[src/rtl/card_pkg.sv]
// Shared card constants and scoring helpers for the baccarat card datapath.
package card_pkg;
  localparam int RANK_W    = 4;
  localparam int NUM_SLOTS = 6;
  localparam logic [RANK_W-1:0] RANK_EMPTY = 4'd0;
  localparam logic [RANK_W-1:0] RANK_MIN   = 4'd1;
  localparam logic [RANK_W-1:0] RANK_MAX   = 4'd13;

  // Slot order doubles as strobe priority: lower index wins.
  typedef enum logic [2:0] {
    SLOT_P1 = 3'd0, SLOT_D1 = 3'd1, SLOT_P2 = 3'd2,
    SLOT_D2 = 3'd3, SLOT_P3 = 3'd4, SLOT_D3 = 3'd5
  } slot_e;

  function automatic logic [3:0] card_value(input logic [RANK_W-1:0] rank);
    return (rank <= 4'd9) ? rank : 4'd0;
  endfunction

  function automatic logic [3:0] score_mod10(input logic [4:0] sum);
    logic [4:0] t;
    t = sum;
    if (t >= 5'd20)      t = t - 5'd20;
    else if (t >= 5'd10) t = t - 5'd10;
    return t[3:0];
  endfunction
endpackage

[src/rtl/card_shoe.sv]
// Tracked shoe: free-running rank counter, per-rank counts and wrap-around draw search.
module card_shoe
  import card_pkg::*;
#(
  parameter int NUM_DECKS = 1
) (
  input  logic              clk,
  input  logic              resetb,
  input  logic              draw,
  input  logic              refill_req,
  output logic [RANK_W-1:0] drawn_rank,
  output logic              empty,
  output logic [7:0]        cards_left
);
  localparam logic [4:0] FULL_RANK = 5'(4 * NUM_DECKS);
  localparam logic [7:0] FULL_SHOE = 8'(52 * NUM_DECKS);

  logic [RANK_W-1:0] r_ctr;
  logic [4:0]        r_remaining [RANK_MIN:RANK_MAX];
  logic [7:0]        r_cards_left;
  logic [4:0]        w_idx;
  logic [RANK_W-1:0] w_rank;
  logic              w_found;

  // First rank at or after ctr (wrapping 13 -> 1) that still has cards.
  always_comb begin
    w_idx   = '0;
    w_rank  = RANK_EMPTY;
    w_found = 1'b0;
    for (int i = 0; i < 13; i++) begin
      w_idx = {1'b0, r_ctr} + 5'(i);
      if (w_idx > 5'd13) w_idx = w_idx - 5'd13;
      if (!w_found && r_remaining[w_idx[3:0]] != 5'd0) begin
        w_found = 1'b1;
        w_rank  = w_idx[3:0];
      end
    end
  end

  always_ff @(posedge clk or negedge resetb) begin
    if (!resetb) begin
      r_ctr        <= RANK_MIN;
      r_cards_left <= FULL_SHOE;
      for (int r = 1; r <= 13; r++) r_remaining[r] <= FULL_RANK;
    end else begin
      r_ctr <= (r_ctr == RANK_MAX) ? RANK_MIN : r_ctr + 4'd1;
      if (refill_req) begin
        r_cards_left <= FULL_SHOE;
        for (int r = 1; r <= 13; r++) r_remaining[r] <= FULL_RANK;
      end else if (draw && w_found) begin
        r_cards_left <= r_cards_left - 8'd1;
        for (int r = 1; r <= 13; r++)
          if (w_rank == 4'(r)) r_remaining[r] <= r_remaining[r] - 5'd1;
      end
    end
  end

  assign drawn_rank = w_rank;
  assign empty      = (r_cards_left == 8'd0);
  assign cards_left = r_cards_left;
endmodule

[src/rtl/card_datapath.sv]
// Baccarat card datapath: strobe arbitration, card registers, scores and protocol checks.
module card_datapath
  import card_pkg::*;
#(
  parameter int NUM_DECKS = 1
) (
  input  logic              clk,
  input  logic              resetb,
  input  logic              load_pcard1,
  input  logic              load_pcard2,
  input  logic              load_pcard3,
  input  logic              load_dcard1,
  input  logic              load_dcard2,
  input  logic              load_dcard3,
  input  logic              new_hand,
  output logic [RANK_W-1:0] pcard1,
  output logic [RANK_W-1:0] pcard2,
  output logic [RANK_W-1:0] pcard3,
  output logic [RANK_W-1:0] dcard1,
  output logic [RANK_W-1:0] dcard2,
  output logic [RANK_W-1:0] dcard3,
  output logic [3:0]        pscore,
  output logic [3:0]        dscore,
  output logic [7:0]        cards_left,
  output logic              protocol_err,
  output logic              shoe_empty
);
  logic [RANK_W-1:0]    r_card [NUM_SLOTS];
  logic                 r_protocol_err;
  logic                 r_shoe_empty;
  logic [NUM_SLOTS-1:0] w_ld, w_sel, w_nonempty;
  logic                 w_multi, w_load, w_overwrite, w_empty, w_refill;
  logic [RANK_W-1:0]    w_drawn_rank;
  logic [7:0]           w_cards_left;

  assign w_ld = {load_dcard3, load_pcard3, load_dcard2, load_pcard2, load_dcard1, load_pcard1};
  // Isolating the lowest set bit picks the highest-priority strobe.
  assign w_sel       = w_ld & (~w_ld + 6'd1);
  assign w_multi     = (w_ld & (w_ld - 6'd1)) != 6'd0;
  assign w_load      = (|w_ld) && !new_hand;
  assign w_overwrite = |(w_sel & w_nonempty);
  assign w_refill    = new_hand && (w_cards_left < 8'd6);

  genvar gi;
  generate
    for (gi = 0; gi < NUM_SLOTS; gi++) begin : g_slot
      assign w_nonempty[gi] = (r_card[gi] != RANK_EMPTY);
    end
  endgenerate

  card_shoe #(.NUM_DECKS(NUM_DECKS)) u_shoe (
    .clk        (clk),
    .resetb     (resetb),
    .draw       (w_load),
    .refill_req (w_refill),
    .drawn_rank (w_drawn_rank),
    .empty      (w_empty),
    .cards_left (w_cards_left)
  );

  always_ff @(posedge clk or negedge resetb) begin
    if (!resetb) begin
      for (int k = 0; k < NUM_SLOTS; k++) r_card[k] <= RANK_EMPTY;
      r_protocol_err <= 1'b0;
      r_shoe_empty   <= 1'b0;
    end else begin
      if (new_hand) begin
        for (int k = 0; k < NUM_SLOTS; k++) r_card[k] <= RANK_EMPTY;
      end else if (w_load) begin
        for (int k = 0; k < NUM_SLOTS; k++)
          if (w_sel[k]) r_card[k] <= w_drawn_rank;
      end
      if ((new_hand && (|w_ld)) || w_multi || (w_load && w_overwrite))
        r_protocol_err <= 1'b1;
      if (w_load && w_empty)
        r_shoe_empty <= 1'b1;
    end
  end

  assign pcard1 = r_card[SLOT_P1];
  assign dcard1 = r_card[SLOT_D1];
  assign pcard2 = r_card[SLOT_P2];
  assign dcard2 = r_card[SLOT_D2];
  assign pcard3 = r_card[SLOT_P3];
  assign dcard3 = r_card[SLOT_D3];

  assign pscore = score_mod10(5'(card_value(pcard1)) + 5'(card_value(pcard2)) + 5'(card_value(pcard3)));
  assign dscore = score_mod10(5'(card_value(dcard1)) + 5'(card_value(dcard2)) + 5'(card_value(dcard3)));

  assign cards_left   = w_cards_left;
  assign protocol_err = r_protocol_err;
  assign shoe_empty   = r_shoe_empty;
endmodule

[config.mk]
export PLATFORM = sky130hd
export DESIGN_NAME = card_datapath
export DESIGN_NICKNAME = d
export VERILOG_FILES = /design/src/rtl/card_pkg.sv /design/src/rtl/card_shoe.sv /design/src/rtl/card_datapath.sv
export SDC_FILE = /design/constraint.sdc
export NUM_CORES = 1
export LEC_CHECK = 0
export ABC_AREA = 1
export BUFFER_PORTS_ARGS = -buffer_cell sky130_fd_sc_hd__buf_2
export CAP_MARGIN = 15
export CORE_MARGIN = 10
export CORE_UTILIZATION = 68
export DETAILED_ROUTE_END_ITERATION = 8
export PLACE_DENSITY = 0.95
export SLEW_MARGIN = 15
export SYNTH_ARGS = -nofsm -noshare
export SYNTH_HDL_FRONTEND = slang
export SYNTH_SLANG_ARGS = --single-unit
[constraint.sdc]
create_clock -name clk -period 14.3 [get_ports clk]
set_clock_uncertainty 0.15 [all_clocks]
set_input_delay 2.86 -clock clk [delete_from_list [all_inputs] [get_ports clk]]
set_output_delay 2.86 -clock clk [all_outputs]
set_load 0.03 [all_outputs]
==> results of run 1 <==
## cell usage after synthesis (9+ instances only)
cell type and instances:
dfstp_2 17, nand2_1 503, buf_2 9, nand4_1 33, o211ai_1 30, fa_1 10
xnor2_1 20, nand3_1 168, nor3_1 16, ha_1 45, dfrtp_1 86, inv_1 216
or2_0 9, o21ai_0 92, nor2_1 145, a21oi_1 42, inv_2 17, xor2_1 33
clkbuf_1 18, nand2_2 23, o21ai_1 24
## worst max path at each step
stage | end | from | slack [ns] | depth (start not counted)
3_5_place_dp | u_shoe.r_remaining[19]$_DFFE_PN0P_ | u_shoe.r_ctr[0]$_DFF_PN1_ | 7.97 | 27
6_report | u_shoe.r_remaining[18]$_DFFE_PN0P_ | u_shoe.r_ctr[0]$_DFF_PN1_ | 7.68 | 27
2_1_floorplan | dscore[3] | dcard2[1]$_DFFE_PN0P_ | 7.98 | 13
4_1_cts | dscore[1] | dcard2[2]$_DFFE_PN0P_ | 7.66 | 14
5_1_grt | u_shoe.r_remaining[30]$_DFFE_PN0P_ | u_shoe.r_ctr[0]$_DFF_PN1_ | 7.23 | 37
3_3_place_gp | u_shoe.r_remaining[16]$_DFFE_PN0P_ | u_shoe.r_ctr[0]$_DFF_PN1_ | 8.04 | 27
## area by class of cell
class	count	area, sq um
repair buffers	56	298
multi-input cells	1285	6820
inverters	236	892
flip-flops and latches	103	2600
clock buffers	9	225
well taps	188	235
fillers	1207	4010
clock inverters	7	71.3
## per-layer routing
metal | track usage, % | routed length [um] | vias to the layer above
li1 | - | - | 5426
met1 | 37.7 | 12200 | 5137
met2 | 46.3 | 13400 | 660
met3 | 7.05 | 3470 | 129
met4 | 11.4 | 1200 | 0
met5 | 0 | 0 | -
## sequential cells by signal, summed over array words and instances, names as in the netlist
register and flops:
u_shoe.r_remaining 65, u_shoe.cards_left 8, dcard1 4, dcard2 4, dcard3 4, pcard1 4
pcard2 4, pcard3 4, u_shoe.r_ctr 4, protocol_err 1, shoe_empty 1
## power by group through the flow
stage	registers, uW	clock network (uW)	logic, uW
2_1_floorplan	542	0	775
3_3_place_gp	511	0	1050
3_5_place_dp	514	0	1090
4_1_cts	512	254	1100
5_1_grt	532	267	1230
6_report	515	252	1110
## worst reg2reg max path, stage by stage, from the launching register on
cell      delay [ns]
dfstp_2         0.91
inv_1           0.55
ha_1            0.74
nand2_2         0.14
nand3_2         0.13
nor2_2          0.06
nand2_2         0.10
nand2_2         0.11
o21ai_0         0.51
inv_1           0.09
nand2_1         0.08
nor2_1          0.06
nor2_4          0.16
inv_1           0.10
nand2_1         0.14
o21ai_0         0.14
o21ai_1         0.18
o221ai_1        0.15
nor2_1          0.16
nand3_1         0.10
nor2_1          0.13
nand2_1         0.10
a21oi_2         0.67
nand4_1         0.32
nand2_1         0.22
nand2_1         0.16
nand2_1         0.09
nand2_1         0.05
## kinds of logic (layout without fill, tap and decap cells)
kind of cell / Yosys count / in the layout / synth area share [%]
compound gates: 227 / 227 / 12.7
xor+xnor: 55 / 55 / 4.74
fa+ha+maj: 55 / 55 / 7.28
buf+inv: 271 / 308 / 10.2
flops: 103 / 103 / 24.8
simple gates: 948 / 948 / 40.3
## per-stage QoR
stage | total power (uW) | instance area [sq um] | hold slack, ns | utilization (%)
after floorplan | 1320 | 10500 | 0.292 | -
after detailed placement | 1600 | 10800 | 0.311 | 71.6
after CTS | 1860 | 11100 | 0.329 | 73.5
after global placement | 1560 | 10800 | 0.306 | 71.6
final | 1880 | 11100 | 0.325 | 73.5
after global routing | 2030 | 11100 | 0.348 | 73.5
==> key figures, run 1 <==
Run status
  • Outcome: complete, no violations

GRT
  • Vias in the first global route: around 10000
  • First-pass GRT wire length: 49800 um
  • Gr ovfl total: 0
  • Largest net degree at the start of global routing: 65
  • Global Route Usage Sum: 29.3%
  • Initial antenna violation count: 0

Synthesis
  • Synth cell types: 53
  • YS warnings: 0
  • Post-synth ARST share: between 90% and 100%
  • Seq/Total Area, Yosys: approximately a quarter
  • Cell Area, Synth: 10500 sq um
  • Mean Syn Cell Area: 6.32 sq um
  • Synth Register Bits: 103
  • Main synth FF type: dfrtp_1
  • Syn_nets: ~1700
  • Largest area contributor in the netlist: dfrtp_1
  • Post-synth EDFFs: 0
  • Synth top area share: 20.5%
  • Post-Syn Instances: 1659
  • Area contributors post-synth: dfrtp_1, nand2_1, nand3_1, inv_1, ha_1

Clock network
  • Worst skew pair latency: about 0.37 ns
  • Clock Pin Slew Worst Setup and Hold Paths: ~0.070 ns
  • Clk buf depth: 2
  • CTS tree: built
  • CTS buffer count: 9
  • Cts repair resizes: 0
  • H-tree depth: 3
  • Post-CTS setup buffer count: 0
  • CTS Hold Buffers Added: 0
  • CTS Sinks: 103
  • Root Driver: clkbuf_16

Hold path
  • Hold path startpoint: u_shoe.r_remaining[34]$_DFFE_PN0P_
  • Worst hold path class: flip-flop to flip-flop
  • Worst hold path stage count: 2
  • Worst Hold End: u_shoe.r_remaining[34]$_DFFE_PN0P_

Worst setup path
  • R2R setup slack: about 7.7 ns
  • Worst Path Max Fanout: 26
  • Worst reg-to-reg path cell count: 27
  • Worst path arrival time: ~6.7 ns
  • RR Endpoint: u_shoe.r_remaining[18]$_DFFE_PN0P_
  • Sum of buffers and inverters on the critical path: 3
  • Slowest stage delay, CP: 0.91 ns
  • Cell mode on critical path: nand2_1
  • Crit Path Class: flip-flop to flip-flop
  • CP Data Required Time: approximately 14 ns
  • Slowest cell on crit path: dfstp_2
  • Worst setup EP type: flip-flop
  • FF-to-FF Start: u_shoe.r_ctr[0]$_DFF_PN1_
  • Delay-heaviest family, CP: simple AND/OR/NAND/NOR gates
  • Startpoint types: flip-flop

Finish
  • Ant diodes: 0
  • Commonest non-fill, non-tap cell in the layout: nand2_1
  • Area growth, synth to finish: 6.19%
  • Commonest cells after routing, fill and taps aside: nand2_1, inv_1, nand3_1
  • Final #Nets: 1755
  • Post-Layout Cell Count: 1884
  • Layout cell share with drive strength beyond 1: 10.9%

STA
  • Final min period: 6.62 ns
  • Max Clock Freq: about 0.15 GHz
  • Worst relative slew slack: 22.6%
  • Pins over their slew limit: 0
  • Worst setup margin: roughly 7.7 ns
  • Final worst-path cycle share: 46.3%
  • Final Hold Fails: 0
  • Slew @ Worst Pin: 1.16 ns
  • Post-route setup TNS: 0 ns
  • RSZ-0062 raised after global routing: no
  • Final setup violation count: 0

Pwr
  • VDD IR max: 0.000148 V
  • Pleak: 0.00600 uW
  • Sequential Power Share: 27.4%
  • Comb pwr share: 59.2%
  • Clk network pwr share: 13.4%
  • Psw: 976 uW
  • PwrDens: 169 nW/um^2
  • Switching share of power: 51.9%
  • Total internal power: approximately 900 uW

Placed design
  • HPWL after DPL: 22400 um
  • RePlAce Congestion: 1.09
  • Placed Cells: 1868
  • Port bufs: 50
  • Pre-CTS setup slack: 7.97 ns

Routing
  • DR vias/cell: approximately 6.0
  • Post-DRT Antenna Nets: 0
  • Drt wl/cell: 16.1 um
  • Vias: 11352
  • Final WL: around 30000 um
  • Initial DRC Count: 1358
  • DRT Pass-1 Iters: 8
  • DRC: 0

Die
  • Die area: 20800 sq um
  • Core area: 15100 sq um
  • Boundary Pins: between 50 and 60
  • Die span in y: between 100 and 150 um
  • Die Span X: 144 um
  • Number of core rows: 45
  • Effective utilization at floorplan: between 60% and 70%

Job
  • MaxCap Viol Count: 0
No activity file was read; power rests on OpenSTA's default activity.
==> run 2, diff against run 1 <==
--- a/config.mk
+++ b/config.mk
@@ -9,9 +9,9 @@
 export BUFFER_PORTS_ARGS = -buffer_cell sky130_fd_sc_hd__buf_2
 export CAP_MARGIN = 15
 export CORE_MARGIN = 10
-export CORE_UTILIZATION = 68
+export CORE_UTILIZATION = 64
 export DETAILED_ROUTE_END_ITERATION = 8
-export PLACE_DENSITY = 0.95
+export PLACE_DENSITY = 0.92
 export SLEW_MARGIN = 15
 export SYNTH_ARGS = -nofsm -noshare
 export SYNTH_HDL_FRONTEND = slang
==> constraint.sdc (replaced) <==
create_clock -name clk -period 6.8 [get_ports clk]
set_clock_uncertainty 0.15 [all_clocks]
set_input_delay 1.36 -clock clk [delete_from_list [all_inputs] [get_ports clk]]
set_output_delay 1.36 -clock clk [all_outputs]
set_load 0.03 [all_outputs]
==> key figures, run 2 (same netlist as run 1, synthesis figures left out) <==
Run status
  • Outcome: complete, no violations

STA
  • Hold Slack: 0.329 ns (+0.00464 ns)
  • Post-route setup TNS: 0 ns (unchanged)
  • RSZ-0062 raised after global routing: no
  • Max Clock Freq: 0.164 GHz (+8.8%)
  • Final min period: 6.09 ns (-0.535 ns)
  • Final Hold Fails: 0 (unchanged)
  • Worst relative slew slack: 28.6% (+5.9 points)
  • Pins over their slew limit: 0 (unchanged)
  • Final worst-path cycle share: 89.5% (+43 points)
  • Slew @ Worst Pin: 1.07 ns (-0.0891 ns)
  • Final setup violation count: 0 (unchanged)

Die
  • Boundary Pins: 51 (unchanged)
  • Die span in y: 148 um (+2.6%)
  • Effective utilization at floorplan: 65.5% (-3.7 points)
  • Core area: 16000 sq um (+5.6%)
  • Die Span X: 148 um (+2.6%)
  • Number of core rows: 46 (+2.2%)
  • Die area: 21900 sq um (+5.4%)

Finish
  • Biggest register: u_shoe.r_remaining
  • Final Core Density: 70.0% (-3.6 points)
  • # fillers: 1362 (+13%)
  • Ant diodes: 0 (unchanged)
  • Final #Nets: 1759 (+0.23%)
  • Max reg flops: 65 (unchanged)
  • Commonest non-fill, non-tap cell in the layout: nand2_1
  • Post-Layout Cell Count: 1916 (+1.7%)
  • Layout cell share with drive strength beyond 1: 10.9% (+0.033 points)
  • Commonest cells after routing, fill and taps aside: nand2_1, inv_1, nand3_1
  • Area growth, synth to finish: 6.75%

Routing
  • Post-DRT Antenna Nets: 0 (unchanged)
  • Initial DRC Count: 1400 (+3.1%)
  • Vias: 11421 (+0.61%)
  • DRT Pass-1 Iters: 9 (+1)
  • Final WL: 31400 um (+3.4%)
  • DR vias/cell: 5.96 (-1.1%)
  • Drt wl/cell: 16.4 um (+1.7%)
  • DRC: 0 (unchanged)

Clock network
  • Clock Pin Slew Worst Setup and Hold Paths: 0.07 ns (about the same)
  • Root Driver: clkbuf_16
  • CTS buffer count: 9 (unchanged)
  • Cts repair resizes: 0 (unchanged)
  • Clk buf depth: 2 (unchanged)
  • H-tree depth: 3 (unchanged)
  • CTS tree: built
  • CTS Sinks: 103 (unchanged)
  • Post-CTS setup buffer count: 0 (unchanged)
  • Worst skew pair latency: 0.37 ns (about the same)
  • CTS Hold Buffers Added: 0 (unchanged)

Placed design
  • HPWL after DPL: 23400 um (+4.1%)
  • Port bufs: 50 (unchanged)
  • RePlAce Congestion: 1.03 (-6.1%)
  • Placed Cells: 1900 (+1.7%)

Job
  • MaxCap Viol Count: 0 (unchanged)

GRT
  • Vias in the first global route: 10601 (+1.8%)
  • Largest net degree at the start of global routing: 69 (+6.2%)
  • First-pass GRT wire length: 51800 um (+3.9%)
  • Global Route Usage Sum: 28.2% (-1.1 points)
  • Initial antenna violation count: 0 (unchanged)
  • Gr ovfl total: 0 (unchanged)

Worst setup path
  • Startpoint types: flip-flop
  • Cell mode on critical path: nand2_1
  • Worst path arrival time: 6.19 ns (-0.54 ns)
  • Slowest stage delay, CP: 0.66 ns (-0.25 ns)
  • Worst Path Max Fanout: 20 (-23%)
  • CP Data Required Time: 6.90 ns (-7.51 ns)
  • Slowest cell on crit path: nand2_1
  • Crit Path Class: flip-flop to flip-flop
  • Worst setup EP type: flip-flop

Pwr
  • Pleak: 0.00602 uW (+0.22%)
  • Pwr Total: 3980 uW (+110%)
  • VDD IR max: 0.000381 V (+160%)
  • PwrDens: 356 nW/um^2 (+110%)

Hold path
  • Worst hold path class: flip-flop to flip-flop
==> run 2: changes by cell type in the layout (fill, tap and decap cells not counted), sizes merged <==
cell | before | now
clkinv | 3 | 2
bufinv | 0 | 1
inv | 238 | 235
buf | 56 | 60
clkbuf | 9 | 12
==> run 2: cell type report <==
class	count	area (sq um)	area share, %
multi-input cells	1285	6820	60.9
flip-flops and latches	103	2600	23.2
inverters	236	892	7.97
repair buffers	60	328	2.93
well taps	216	270	2.41
clock buffers	12	236	2.11
clock inverters	4	53.8	0.481
==> run 2: path summary, 6_finish.rpt <==
path                                               startpoint                                 end  slack (ns)  depth (start not counted)
max                                 u_shoe.r_ctr[1]$_DFF_PN0_  u_shoe.r_remaining[55]$_DFFE_PN0P_        0.71                         31
min                        u_shoe.r_remaining[34]$_DFFE_PN0P_  u_shoe.r_remaining[34]$_DFFE_PN0P_        0.33                          2
max reg2reg                         u_shoe.r_ctr[1]$_DFF_PN0_  u_shoe.r_remaining[55]$_DFFE_PN0P_        0.71                         31
min reg2reg                u_shoe.r_remaining[34]$_DFFE_PN0P_  u_shoe.r_remaining[34]$_DFFE_PN0P_        0.33                          2
max in group asynchronous                              resetb  u_shoe.r_remaining[35]$_DFFE_PN0P_        4.43                          2
min in group asynchronous                              resetb               dcard3[0]$_DFFE_PN0P_        0.80                          1
==> run 2: worst max-delay path: cells and delay by family (launching register included) <==
kind	cells	cell delay, ns
compound gates	3	0.90
fa+ha+maj	1	0.65
buf+inv	3	0.48
flops	1	0.57
simple gates	24	3.19
==> run 2: where the power goes <==
part	leakage, uW	internal (uW)	switching [uW]
Combinational	0.00462	769	1600
Clock	0.000133	287	235
Sequential	0.00126	878	209
==> run 2: stage by stage <==
| stage | worst slack, ns | cell area (sq um) |
|---|---|---|
| 2_1_floorplan | 1.98 | 10500 |
| 3_3_place_gp | 1.24 | 10900 |
| 3_5_place_dp | 1.09 | 10900 |
| 4_1_cts | 1.04 | 11200 |
| 5_1_grt | 0.258 | 11200 |
| 6_report | 0.713 | 11200 |
==> run 2: metal layers <==
| metal | global-route usage, % | vias up | wire length [um] |
|---|---|---|---|
| met5 | 0 | - | 0 |
| met4 | 11.6 | 0 | 1130 |
| met3 | 5.46 | 116 | 3700 |
| met2 | 44.5 | 679 | 13800 |
| met1 | 36.9 | 5198 | 12700 |
| li1 | - | 5428 | - |
==> run 3, diff against run 2 <==
--- a/config.mk
+++ b/config.mk
@@ -7,11 +7,10 @@
 export LEC_CHECK = 0
 export ABC_AREA = 1
 export BUFFER_PORTS_ARGS = -buffer_cell sky130_fd_sc_hd__buf_2
-export CAP_MARGIN = 15
 export CORE_MARGIN = 10
-export CORE_UTILIZATION = 64
+export CORE_UTILIZATION = 58
 export DETAILED_ROUTE_END_ITERATION = 8
-export PLACE_DENSITY = 0.92
+export PLACE_DENSITY = 0.88
 export SLEW_MARGIN = 15
 export SYNTH_ARGS = -nofsm -noshare
 export SYNTH_HDL_FRONTEND = slang
==> constraint.sdc (replaced) <==
create_clock -name clk -period 5.6 [get_ports clk]
set_clock_uncertainty 0.15 [all_clocks]
set_input_delay 1.12 -clock clk [delete_from_list [all_inputs] [get_ports clk]]
set_output_delay 1.12 -clock clk [all_outputs]
set_load 0.03 [all_outputs]
==> key figures, run 3 (same netlist as run 1, synthesis figures left out) <==
Finish
  • Final #Nets: 1775 (+0.91%)
  • Area growth, synth to finish: 8.30%
  • Layout cell share with drive strength beyond 1: 12.2% (+1.2 points)
  • Design Area, Final: 11400 sq um (+1.5%)
  • Ant diodes: 0 (unchanged)
  • Commonest cells after routing, fill and taps aside: nand2_1, inv_1, nand3_1
  • Biggest register: u_shoe.r_remaining
  • Max reg flops: 65 (unchanged)
  • Commonest non-fill, non-tap cell in the layout: nand2_1

Die
  • Die area: 23900 sq um (+8.9%)
  • Die span in y: 154 um (+4.4%)
  • Boundary Pins: 51 (unchanged)
  • Number of core rows: 49 (+6.5%)
  • Effective utilization at floorplan: 58.6% (-7.0 points)
  • Die Span X: 154 um (+4.4%)
  • Core area: 17900 sq um (+12%)

Clock network
  • H-tree depth: 3 (unchanged)
  • CTS buffer count: 9 (unchanged)
  • CTS Sinks: 103 (unchanged)
  • Worst skew pair latency: 0.37 ns (about the same)
  • Clk buf depth: 2 (unchanged)
  • CTS Hold Buffers Added: 0 (unchanged)
  • Root Driver: clkbuf_16
  • CTS tree: built
  • Clock Pin Slew Worst Setup and Hold Paths: 0.08 ns (about the same)

Routing
  • DRC: 0 (unchanged)
  • Initial DRC Count: 1325 (-5.4%)
  • Vias: 11379 (-0.37%)
  • Post-DRT Antenna Nets: 0 (unchanged)
  • Drt wl/cell: 16.2 um (-1.2%)
  • Final WL: 31500 um (+0.26%)
  • DR vias/cell: 5.85 (-1.9%)
  • DRT Pass-1 Iters: 7 (-2)

STA
  • Max Clock Freq: 0.191 GHz (+16%)
  • Slew @ Worst Pin: 1.01 ns (-0.0627 ns)
  • Pins over their slew limit: 0 (unchanged)
  • Final Hold Fails: 0 (unchanged)
  • Final setup violation count: 0 (unchanged)
  • Worst relative slew slack: 32.7% (+4.2 points)
  • Final min period: 5.24 ns (-0.847 ns)
  • RSZ-0062 raised after global routing: yes
  • Final worst-path cycle share: 93.6% (+4.0 points)

Hold path
  • Hold path startpoint: u_shoe.r_remaining[24]$_DFFE_PN0P_
  • Worst hold path class: flip-flop to flip-flop

Job
  • MaxCap Viol Count: 0 (unchanged)

Worst setup path
  • Sum of buffers and inverters on the critical path: 4 (+1)
  • CP Launch Point: u_shoe.r_ctr[1]$_DFF_PN0_
  • Crit Path Class: flip-flop to flip-flop
  • Worst setup EP type: flip-flop
  • Slowest cell on crit path: o21ai_0
  • FF-to-FF Start: u_shoe.r_ctr[1]$_DFF_PN0_
  • Slowest stage delay, CP: 0.64 ns (-0.02 ns)
  • Worst path arrival time: 5.35 ns (-0.84 ns)
  • Cell mode on critical path: nand2_1
  • Worst Path Max Fanout: 14 (-30%)
  • Delay-heaviest family, CP: simple AND/OR/NAND/NOR gates
  • CP Data Required Time: 5.71 ns (-1.19 ns)
  • Startpoint types: flip-flop

GRT
  • Global Route Usage Sum: 25.9% (-2.2 points)
  • Gr ovfl total: 0 (unchanged)
  • Largest net degree at the start of global routing: 54 (-22%)
  • First-pass GRT wire length: 52300 um (+1.0%)
  • Initial antenna violation count: 0 (unchanged)
  • Vias in the first global route: 10516 (-0.80%)

Run status
  • Outcome: complete, no violations

Pwr
  • VDD IR max: 0.000777 V (+100%)
  • Pwr Total: 4820 uW (+21%)
  • Pleak: 0.00609 uW (+1.2%)
  • PwrDens: 425 nW/um^2 (+19%)

Placed design
  • Port bufs: 50 (unchanged)
  • Placement Cell Area: 11000 sq um (+1.2%)
  • HPWL after DPL: 24000 um (+2.9%)
  • RePlAce Congestion: 1.02 (-0.33%)
==> run 3: cell count changes in the layout (fill, tap and decap cells not counted), moves of 2 or more <==
cell and delta:
buf_4 +16, clkbuf_1 -3, clkinv_4 +2, inv_6 +2
==> run 3: area by class of cell <==
type / count / area, sq um
Clock buffer: 9 / 225
Inverter: 236 / 896
Sequential cell: 103 / 2600
Tap cell: 229 / 287
Fill cell: 1612 / 6540
Timing Repair Buffer: 76 / 448
Multi-Input combinational cell: 1285 / 6840
Clock inverter: 7 / 62.6
==> run 3: what timing repair did <==
| action | CTS | global route |
|---|---|---|
| resized for setup | 0 | 6 |
| hold endpoints to repair | 0 | 0 |
| setup buffers | 0 | 0 |
| setup endpoints to repair | 0 | 66 |
==> run 3: final timing paths <==
path	to	slack [ns]	cells past startpoint
worst max-delay path	u_shoe.r_remaining[49]$_DFFE_PN0P_	0.36	31
worst min-delay path	u_shoe.r_remaining[24]$_DFFE_PN0P_	0.32	2
worst max register to register	u_shoe.r_remaining[49]$_DFFE_PN0P_	0.36	31
worst min register to register	u_shoe.r_remaining[24]$_DFFE_PN0P_	0.32	2
max in group asynchronous	u_shoe.r_remaining[15]$_DFFE_PN0P_	3.52	2
min in group asynchronous	dcard1[3]$_DFFE_PN0P_	0.64	1
==> run 3: metrics by stage <==
stage / cells / setup slack (ns) / setup TNS (ns) / util [%] / hold WS (ns)
3_3_place_gp: 1929 / 0.489 / 0 / 61.7 / 0.308
5_1_grt: 1945 / -0.00642 / -0.0130 / 63.4 / 0.356
3_5_place_dp: 1929 / 0.391 / 0 / 61.7 / 0.309
4_1_cts: 1945 / 0.343 / 0 / 63.3 / 0.326
2_1_floorplan: 1659 / 1.02 / 0 / - / 0.292
6_report: 1945 / 0.360 / 0 / 63.4 / 0.322
==> run 3: layer usage <==
metal | vias up | part of all wire [%] | global-route usage, %
met5 | - | 0 | 0
met4 | 0 | 4.1 | 11.1
met3 | 119 | 10 | 5.71
met2 | 589 | 45 | 41.4
met1 | 5214 | 40 | 33.1
li1 | 5457 | - | -
==> run 3: tightest hold or removal path, delay by kind of cell, from the launching register on <==
family	cells	cell delay, ns
and+or+nand+nor	2	0.10
DFF	1	0.34
==> run 3: power breakdown <==
part | internal [uW] | switching, uW
clock network | 311 | 315
logic | 962 | 1920
registers | 1070 | 245
